<file path="config.mk">
export PLATFORM = sky130hd
export DESIGN_NAME = ntt_coeff_loader
export DESIGN_NICKNAME = d
export VERILOG_FILES = /design/src/rtl/ntt_coeff_loader.sv
export SDC_FILE = /design/constraint.sdc
export NUM_CORES = 1
export LEC_CHECK = 0
export CAP_MARGIN = 10
export CORE_MARGIN = 4
export CORE_UTILIZATION = 41
export DETAILED_ROUTE_END_ITERATION = 8
export HOLD_SLACK_MARGIN = 0.02
export PLACE_DENSITY = 0.83
export SYNTH_ARGS = -nofsm -noshare
export SYNTH_HDL_FRONTEND = slang
export SYNTH_SLANG_ARGS = --single-unit
</file>
<file path="constraint.sdc">
create_clock -name clk -period 2.8 [get_ports clk]
set_clock_uncertainty 0.1 [all_clocks]
set_input_delay 0.56 -clock clk [delete_from_list [all_inputs] [get_ports clk]]
set_output_delay 0.56 -clock clk [all_outputs]
set_load 0.01 [all_outputs]
</file>
<file path="src/rtl/ntt_coeff_loader.sv">
// Coefficient frame loader feeding simple_ntt_core: packs a valid/ready stream into 4 slots, holds, then sweeps index 0..3.
// Optional `define MOD_REDUCE_EN enables a single conditional mod-q subtract on each stored coefficient.
module ntt_coeff_loader #(
    parameter int unsigned              data_width  = 32,
    parameter int unsigned              buffer_size = 4,
    parameter logic [data_width-1:0]    modulus     = data_width'(7681)
) (
    input  logic                  clk,
    input  logic                  reset,
    input  logic [data_width-1:0] in_data,
    input  logic                  in_valid,
    input  logic                  in_last,
    output logic                  in_ready,
    input  logic                  start,
    output logic [data_width-1:0] out_buffer0,
    output logic [data_width-1:0] out_buffer1,
    output logic [data_width-1:0] out_buffer2,
    output logic [data_width-1:0] out_buffer3,
    output logic [1:0]            index,
    output logic                  buf_valid,
    output logic                  sweeping,
    output logic                  frame_done
);

    typedef enum logic [1:0] {
        FILL  = 2'd0,
        HOLD  = 2'd1,
        SWEEP = 2'd2
    } state_t;

    state_t                state_q;
    state_t                state_d;
    logic [1:0]            wr_ptr_q;
    logic [1:0]            index_q;
    logic                  frame_done_q;
    logic [data_width-1:0] slot_q [buffer_size];
    logic [data_width-1:0] stored;
    logic                  accept;
    logic                  frame_close;
    logic                  sweep_end;

`ifdef MOD_REDUCE_EN
    // One subtract only: values >= 2*modulus leave still unreduced.
    assign stored = (in_data >= modulus) ? in_data - modulus : in_data;
`else
    assign stored = in_data;
    wire unused_modulus = ^modulus;
`endif

    // in_ready is masked by reset so the producer never sees a handshake while the block is held in reset.
    assign in_ready = (state_q == FILL) && !reset;

    always_comb begin
        // NOTE: every signal gets a default before the case so no path leaves it unassigned (no latch).
        state_d     = state_q;
        accept      = 1'b0;
        frame_close = 1'b0;
        sweep_end   = 1'b0;
        case (state_q)
            FILL: begin
                accept      = in_valid && in_ready;
                frame_close = accept && ((wr_ptr_q == 2'd3) || in_last);
                if (frame_close) begin
                    state_d = HOLD;
                end
            end
            HOLD: begin
                if (start) begin
                    state_d = SWEEP;
                end
            end
            SWEEP: begin
                sweep_end = (index_q == 2'd3);
                if (sweep_end) begin
                    state_d = FILL;
                end
            end
            default: begin
                state_d = FILL;
            end
        endcase
    end

    always_ff @(posedge clk) begin
        // NOTE: sequential state uses non-blocking assignments so every register samples pre-edge values.
        if (reset) begin
            state_q <= FILL;
        end else begin
            state_q <= state_d;
        end
    end

    always_ff @(posedge clk) begin
        if (reset) begin
            wr_ptr_q     <= '0;
            index_q      <= '0;
            frame_done_q <= 1'b0;
            // NOTE: the slot array is only 4 words and drives visible outputs, so it is cleared on reset.
            for (int k = 0; k < int'(buffer_size); k++) begin
                slot_q[k] <= '0;
            end
        end else begin
            frame_done_q <= sweep_end;

            if (accept) begin
                slot_q[wr_ptr_q] <= stored;
                wr_ptr_q         <= frame_close ? 2'd0 : wr_ptr_q + 2'd1;
                // A short frame zero-pads the slots after the last coefficient.
                if (in_last) begin
                    for (int k = 0; k < int'(buffer_size); k++) begin
                        if (k > int'(wr_ptr_q)) begin
                            slot_q[k] <= '0;
                        end
                    end
                end
            end

            if (state_q == SWEEP) begin
                index_q <= sweep_end ? 2'd0 : index_q + 2'd1;
            end else begin
                index_q <= 2'd0;
            end
        end
    end

    assign out_buffer0 = slot_q[0];
    assign out_buffer1 = slot_q[1];
    assign out_buffer2 = slot_q[2];
    assign out_buffer3 = slot_q[3];
    assign index       = index_q;
    assign buf_valid   = (state_q != FILL);
    assign sweeping    = (state_q == SWEEP);
    assign frame_done  = frame_done_q;

endmodule

</file>
==> impl_metrics.tcl <==
set metrics [dict create \
    syn_inst 322 \
    die_area_um2 14500 \
    synth_simple_gate_area_share_pct 17.5 \
    finalNonFillerCells 678 \
    yosysTopAreaCell "edfxtp_1" \
    crit_chain "clkdlybuf4s50_1 -> nor3_1 -> clkdlybuf4s50_1" \
    busiest_layer "met2" \
    routabilityCongestion 0.804 \
    synth_fa_ha_area_share_pct 1.45 \
    hold_class "register to register" \
    timing.critical_path.from "reset" \
    switching_power_mw 1.15 \
    yosysMostFrequentCell "edfxtp_1" \
    finalPower_mw 5.28 \
    synth_mux_area_share_pct 0.218 \
    power.share.clock_pct 44.1 \
    syn-cell-area_um2 5160 \
    io_buffers 170 \
    grt_max_degree 101 \
    synth_top_area_share_pct 74.5 \
    maxSlewHeadroom_pct 35.6 \
    combPwrFrac_pct 10.7 \
    synth-main-ff-cell "edfxtp_1" \
    wire_per_inst_um 19.4 \
    cts_buffers 17 \
    vias 3345 \
    setup_tns_ns 0 \
    globalRouteMet3Util_pct 5.14 \
    route.detailed.drc 0 \
    clkTransAtPathRegs_ns 0.06 \
    power-per-cell-area_nw_per_um2 679 \
    cts_max_path_buffers 2 \
    status "complete, no violations" \
    final-hold-violation-count 0 \
    synth_commonest_cells "128 x edfxtp_1, 96 x and3_1, 32 x and2_1" \
    place_inst 646 \
    synth_compound_area_share_pct 1.31 \
    htree_levels 4 \
    cts_resized 0 \
    slew_violations 0 \
    io_pins 171 \
    synth_top_family_by_area "simple AND/OR/NAND/NOR gates" \
    internal_power_mw 4.13 \
    cts_root_buf "clkbuf_16" \
    p_sw_share_pct 21.7 \
    num_rows 40 \
    clock-sinks 135 \
    grt_pass1_wl_mm 20.1 \
    drtAntennaViolNets 0 \
    slowest_delay_ns 0.60 \
    synth_xor_area_share_pct 0 \
    setup_viol 0 \
    cp.arrival_ns 1.90 \
    synth_cell_types 28 \
    postSynthAreaPerCell_um2 16.0 \
    synth_edf_count 128 \
    crit_top_cell "clkdlybuf4s50_1" \
    use_met2_pct 32.7 \
    min_from "index[0]" \
    clkLatencyLatePin_ns 0.41 \
    max_slew.worst_pin.slew_ns 0.966 \
    critPathCaptureType "primary output" \
    synth-async-reset-ratio_pct 0 \
    seq_area_frac_synth_pct 77.2 \
    seqPwrFrac_pct 45.2 \
    die_x_um 120 \
    ir_drop_mv 0.399 \
    fin_crit_sh_pct 91.4 \
    yosys_warnings 0 \
    met1_usage_pct 21.5 \
    synth_area_leaders "edfxtp_1 74%, and3_1 12%, and2_1 3.9%, dfxtp_1 2.7%, ha_1 1.5%" \
    track_usage_pct 18.4 \
    fp.dieH_um 120 \
    drt_iter0_markers 270 \
    placed_area_um2 7140 \
    syn2layout_area_growth_pct 50.6 \
    coreArea_um2 12200 \
    period_minus_slack_ns 2.56 \
    reg2reg_from "wr_ptr_q[1]" \
    crit_required_ns 2.14 \
    post_route_cells_drive_above_1_share_pct 9.22 \
    grt_pass1_vias 3515 \
    syn-num-nets 365 \
    nets 540 \
    cap_violations 0 \
    fmax_mhz 391 \
    antenna_found_initial 0 \
    vias_per_cell 4.93 \
    synth.ff_latch_count 135 \
    drt_wl_total_mm 13.1 \
    dr.pass1.iters 4 \
    cts_hold_buf 0 \
    cts_tree "done" \
    initial_core_util_pct 42.4 \
    grt_overflow 0 \
    hold_slack_ns 0.370 \
    criticalPathCategory "input pin to primary output" \
    leakagePower_nw 3.19 \
    dp.final_hpwl_mm 9.00 \
    design_area_um2 7770 \
    postCtsSetupRepairBufs 0 \
    antenna_cells 0 \
    start_kind "input pin" \
    rsz0062_at_grt "false" \
    slowest_stage "clkdlybuf4s50_1" \
    cp_max_fo 4 \
]
[layout by cell type (no fill, tap or decap)]
cell / instances
a21o_1: 1
a21oi_1: 2
and2_1: 32
and3_1: 96
and3_2: 1
buf_12: 5
buf_4: 5
bufinv_16: 4
clkbuf_1: 1
clkbuf_16: 17
clkdlybuf4s50_1: 170
clkinv_4: 4
clkinvlp_4: 5
dfxtp_1: 7
edfxtp_1: 128
ha_1: 6
inv_1: 3
inv_6: 1
mux2_2: 1
nand2b_1: 1
nand3_1: 2
nand3b_1: 1
nor2_1: 2
nor3_1: 2
nor3b_1: 1
nor4_1: 1
nor4b_1: 1
nor4b_4: 1
o21a_1: 1
o21ai_0: 1
o21bai_4: 3
o31ai_1: 2
or2_1: 1
or3b_1: 1
[area by class of cell]
cell class / count / area [um^2]
Multi-Input combinational cell: 160 / 1100
Clock buffer: 18 / 429
Sequential cell: 135 / 3980
Inverter: 3 / 11.3
Fill cell: 867 / 4390
Tap cell: 168 / 210
Clock inverter: 14 / 201
Timing Repair Buffer: 180 / 1840
[cell families (layout without fill, tap and decap cells)]
kind of cell               Yosys count  in the layout
and+or+nand+nor                    143            143
AOI/OAI and AO/OA                   10             10
DFF                                135            135
muxes                                1              1
buffers and inverters               27            215
adders and majority gates            6              6
[power groups by stage]
stage | Clock (mW) | Combinational (mW) | Sequential [mW]
floorplan | 0 | 0.120 | 2.48
global placement | 0 | 0.553 | 2.42
detailed placement | 0 | 0.571 | 2.43
CTS | 2.35 | 0.574 | 2.39
global route | 2.45 | 0.601 | 2.39
finish | 2.33 | 0.567 | 2.38
[sequential cells by signal, summed over array words and instances (netlist names)]
signal      cells
index           2
wr_ptr_q        2
state_q         2
slot_q        128
frame_done      1
[per-layer routing]
metal / part of all wire (%) / wire length (um) / vias to the layer above
li1: - / - / 1569
met1: 40 / 5230 / 1656
met2: 54 / 7070 / 104
met3: 4.9 / 637 / 16
met4: 1.4 / 182 / 0
met5: 0 / 0 / -
[worst max-delay path: cells and delay by family]
family / cells / cell delay (ns)
buffers and inverters: 2 / 1.06
AND/OR/NAND/NOR: 1 / 0.28
[per-stage QoR]
stage | util, % | setup slack [ns]
floorplan | - | -0.288
global placement | 58.7 | 0.324
detailed placement | 58.7 | 0.274
CTS | 63.9 | 0.271
global route | 63.9 | 0.147
finish | 63.9 | 0.240
[path summary, 6_finish.rpt]
path / cells after the start / slack, ns / endpoint
min: 1 / 0.37 / index[0]
max reg2reg: 5 / 0.48 / slot_q[1][22]
max: 3 / 0.24 / in_ready
min reg2reg: 1 / 0.37 / index[0]
Power figures use the tool's default switching activity.
==> edit 1 (config.mk and constraints unchanged) <==
Encoding of `state_t`: now one-hot (3 bits for 3 states).
--- a/src/rtl/ntt_coeff_loader.sv
+++ b/src/rtl/ntt_coeff_loader.sv
@@ -24,6 +24,6 @@
 
-    typedef enum logic [1:0] {
-        FILL  = 2'd0,
-        HOLD  = 2'd1,
-        SWEEP = 2'd2
+    typedef enum logic [2:0] {
+        FILL  = 3'b001,
+        HOLD  = 3'b010,
+        SWEEP = 3'b100
     } state_t;
Function: same outputs for any inputs over 10 cycles, from zero or initial values and one cycle with reset high; not proved beyond that.
==> edit 1 against the original RTL <==
Final area increased by 0.42%; total power down 6.2%; synthesized area grew 1.6%; sequential cell count rose by 1; wire length is 1.2% lower; setup slack gained 0.020 ns; worst hold slack gained 0.0099 ns; global-route usage down 0.71 points; critical path type unchanged; largest power group unchanged.
==> edit 1: results (changes against the original RTL) <==
* Antenna violations before repair at 0 (unchanged)
* Total CTS buffers at 17 (unchanged)
* Fillers at 942 (+8.7%)
* First-pass GRT wire length at 19330 um (-3.8%)
* Largest net degree at the start of global routing at 33 (-67%)
* Most used DFF post-synth: edfxtp_1
* Via count at 3330 (-0.45%)
* Regs by FF count: slot_q (128), state_q (3)
* First-pass iteration count of the detailed router at 4 (unchanged)
* DPL Wire Length at 9103 um (+1.2%)
* Placer Congestion at 0.7686 (-4.4%)
* Distinct cell type count after synthesis at 34 (+21%)
* Post-DRT Antenna Nets at 0 (unchanged)
* Htree depth at 4 (unchanged)
* Ys Warns at 0 (unchanged)
* Syn_nets at 368 (+0.82%)
* CTS Buffer Depth at 2 (unchanged)
* Synth top cells by count: 128 x and2_1, 128 x edfxtp_1, 8 x dfxtp_1, 7 x clkbuf_1
* DP Worst Slack at 0.2249 ns (-0.04878 ns)
* Worst relative slew slack at 0.7010 (+0.3453)
* Leading post-synthesis cells by cell area: edfxtp_1 73%, and2_1 15%, dfxtp_1 3.1%, ha_1 1.2%, buf_6 1.1%
* Clk slew on worst S/H paths at 0.06 ns (about the same)
* Share of flip-flops with an asynchronous set or reset at 0 (unchanged)
* Starting DRC count in detailed routing at 270 (unchanged)
* Worst hold-check path type: reg2reg
* Nets at 558 (+3.3%)
* Post-CTS Resized at 0 (unchanged)
* Antenna cells at 0 (unchanged)
* Layout cell share with drive strength beyond 1 at 0.1023 (+0.01012)
* Setup bufs post-CTS at 0 (unchanged)
* Root Driver: clkbuf_16
* Port bufs at 170 (unchanged)
* CP Data Arrival Time at 1.88 ns (-0.02 ns)
* Clk_lat worst skew at around 0.4 ns
* Wirelength, routed at 12970 um (-1.2%)
* Static Leak at 2.955 nW (-7.4%)
* CP max FO at 3 (-1)
* Gr usage total at 0.1773 (-0.007120)
* Vias in the first global route at 3508 (-0.20%)
* Peak VDD IR at 404.0 uV (+1.3%)
* Post-synth EDFFs at 128 (unchanged)
* Register area share after synthesis at 0.7634 (-0.008333)
* Status: finished, final reports clean
## edit 1: cell count changes after synthesis, sizes merged, moves of 3 or more
cell,before,now
and2,32,128
buf,2,6
clkbuf,22,10
and3,97,5
nor2,2,5
## edit 1: final cells by class
cell class / count / share of cell area
sequential: 136 / 0.5129
timing repair buffer: 187 / 0.2423
multi-input combinational: 172 / 0.1478
clock buffer: 17 / 0.05450
tap: 172 / 0.02757
clock inverter: 14 / 0.01394
inverter: 2 / 0.0009617
## edit 1: kinds of logic (layout without fill, tap and decap cells)
group	Yosys count	after routing	synth area share
fa+ha+maj	5	5	0.01193
simple gates	157	157	0.1894
compound gates	9	9	0.01240
mux	1	1	0.001908
buf+inv	18	220	0.02099
flops	136	136	0.7634
## edit 1: power by group
part	leakage [nW]	total (mW)	switching, mW	internal, mW
Clock	0.252	2.01	0.807	1.20
Sequential	1.41	2.40	0.0429	2.36
Combinational	1.30	0.544	0.247	0.297
Total	2.95	4.95	1.10	3.85
## edit 1: metrics by stage
stage,area (sq um),hold slack [ns],instances,utilization,total power [mW]
final,7806,0.3803,700,0.6211,4.950
after global routing,7806,0.4183,700,0.6211,5.128
after CTS,7806,0.3851,700,0.6211,4.999
after detailed placement,7272,0.3770,669,0.5786,2.991
after global placement,7272,0.3463,669,0.5786,2.969
after floorplan,5245,0.3641,326,-,2.607
## edit 1: path summary, 6_finish.rpt
check	start	to	slack [ns]	depth (start not counted)
max reg2reg	state_q[0]$_SDFFE_PP1P_	slot_q[2][29]$_SDFFCE_PN0P_	0.89	4
max	reset	in_ready	0.26	3
min reg2reg	index[0]$_SDFF_PP0_	index[0]$_SDFF_PP0_	0.38	1
min	index[0]$_SDFF_PP0_	index[0]$_SDFF_PP0_	0.38	1
## edit 1: metal layers
| metal | track usage | wire, um | vias to the layer above |
|---|---|---|---|
| li1 | - | - | 1527 |
| met1 | 0.1943 | 4934 | 1646 |
| met2 | 0.3091 | 6743 | 135 |
| met3 | 0.06480 | 1017 | 22 |
| met4 | 0.07436 | 269 | 0 |
| met5 | 0 | 0 | - |
## edit 1: worst max-delay path, cell delays in order
cell and delay, ns:
clkdlybuf4s50_1 0.44, nor4b_1 0.28, clkdlybuf4s50_1 0.60
==> edit 2 (config.mk and constraints unchanged) <==
Made on the original files. The parameter `data_width` goes from 32 to 40.
--- a/src/rtl/ntt_coeff_loader.sv
+++ b/src/rtl/ntt_coeff_loader.sv
@@ -3,3 +3,3 @@
 module ntt_coeff_loader #(
-    parameter int unsigned              data_width  = 32,
+    parameter int unsigned              data_width  = 40,
     parameter int unsigned              buffer_size = 4,
Interface: changed (5 resized); port bits go from 171 to 211. No check against the original RTL was run, so the function may have changed too.
==> edit 2 against the original RTL <==
Register-to-register slack better by 0.21 ns; total power up 10%; die area up 22%; final area up 20%; first-iteration DRC count down 8.9%; synthesized area up 24%; global-route usage up 0.39 points; critical path depth unchanged; setup slack better by 0.010 ns; wire length up 26%; sequential share of layout area up 1.8 points; sequential power up 24%; sequential cell count up 32; critical path type unchanged; critical endpoint unchanged; largest power group unchanged.
==> edit 2: results (changes against the original RTL) <==
* Comb pwr at 0.692 mW (+22%)
* Max_cap viols at 0 (unchanged)
* Post-synth EDFFs at 160 (+25%)
* Compound-cell area share of the yosys netlist at 0.01059 (-0.002493)
* Register area share after synthesis at 0.7754 (+0.003666)
* Syn_nets at 443 (+21%)
* DP Worst Slack at 0.2609 ns (-0.01270 ns)
* DR WL/cell at 20.49 um (+5.9%)
* Switching Fraction at 0.2295 (+0.01217)
* Post-synthesis mux area share at 0.001766 (-0.0004155)
* Placer Congestion at 0.7631 (-5.1%)
* FF-to-FF End: slot_q[1][34]$_SDFFCE_PN0P_
* Antenna cells at 0 (unchanged)
* Port bufs at 210 (+24%)
* Htree depth at 4 (unchanged)
* CTS Buffer Depth at 2 (unchanged)
* First-pass GRT wire length at 25080 um (+25%)
* Status: finished, final reports clean
* Post-CTS Resized at 0 (unchanged)
* Peak VDD IR at 407.4 uV (+2.1%)
* Share of flip-flops with an asynchronous set or reset at 0 (unchanged)
* Setup bufs post-CTS at 0 (unchanged)
* CP max FO at 7 (+3)
* Placement Cell Area at 0.008760 sq mm (+23%)
* CP peak stage delay at 0.58 ns (-0.02 ns)
* Max FFs per register at 160 (+25%)
* Via count at 4136 (+24%)
* Worst Reg-to-Reg Cells at 4 (-1)
* XOR/XNOR Fraction of Synth Area at 0 (unchanged)
* Hold Path Cell Cnt at 1 (unchanged)
* DPL Wire Length at 11160 um (+24%)
* Syn avg cell area at 16.27 sq um (+1.5%)
* Worst-Margin Slew at 0.3926 ns (-0.5739 ns)
* Vias in the first global route at 4323 (+23%)
* Logic pwr share at 0.119 (+0.012)
* Top reg by flops: slot_q
* Synth top cells by count: 160 x edfxtp_1, 121 x and3_1, 40 x and2_1, 24 x clkbuf_1, 7 x dfxtp_1
* CP max-delay cell: clkdlybuf4s50_1
* Total CTS buffers at 17 (unchanged)
* Leading post-synthesis cells by cell area: edfxtp_1 75%, and3_1 12%, and2_1 3.9%, dfxtp_1 2.2%, clkbuf_1 1.4%
* Fmax at 392.2 MHz (+0.41%)
* Sequential share of power at 0.509 (+0.057)
* WHS at 0.3972 ns (+0.02683 ns)
* Post-DRT Antenna Nets at 0 (unchanged)
* Placed cells at 774 (+20%)
* Distinct cell type count after synthesis at 26 (-7.1%)
* Layout cell share with drive strength beyond 1 at 0.08252 (-0.009633)
* Starting DRC count in detailed routing at 246 (-8.9%)
* R2r setup slk at 0.69 ns (+0.21 ns)
* Adder-cell share of the synthesized area at 0.01177 (-0.002770)
* Hold Path Sink: index[0]$_SDFF_PP0_
* Wirelength, routed at 16520 um (+26%)
* Area Overhead vs Synth at 46.09%
* Nets at 656 (+21%)
* Static Leak at 3.828 nW (+20%)
* Largest net degree at the start of global routing at 80 (-21%)
* Fillers at 1115 (+29%)
* R2R Path Start: state_q[0]$_SDFFE_PP0P_
* Gr usage total at 0.1883 (+0.003905)
## edit 2: cell count changes in the layout (fill, tap and decap cells not counted), moves of 2 or more
| cell | before | now |
|---|---|---|
| edfxtp_1 | 128 | 160 |
| and3_1 | 96 | 121 |
| bufinv_16 | 4 | 1 |
| buf_4 | 5 | 9 |
| and2_1 | 32 | 40 |
| clkdlybuf4s50_1 | 170 | 210 |
| clkinv_1 | 0 | 2 |
## edit 2: layer usage
metal | GRT usage | wire [um] | vias up
met2 | 0.3213 | 8473 | 180
met4 | 0.07159 | 337 | 0
met3 | 0.05703 | 1229 | 24
met1 | 0.2252 | 6477 | 2033
met5 | 0 | 0 | -
li1 | - | - | 1899
## edit 2: area by class of cell
cell class	instances	share of cell area
Sequential cell	167	0.5308
Timing Repair Buffer	224	0.2436
Multi-Input combinational cell	192	0.1394
Clock buffer	17	0.04566
Tap cell	188	0.02525
Clock inverter	15	0.01410
Inverter	3	0.001209
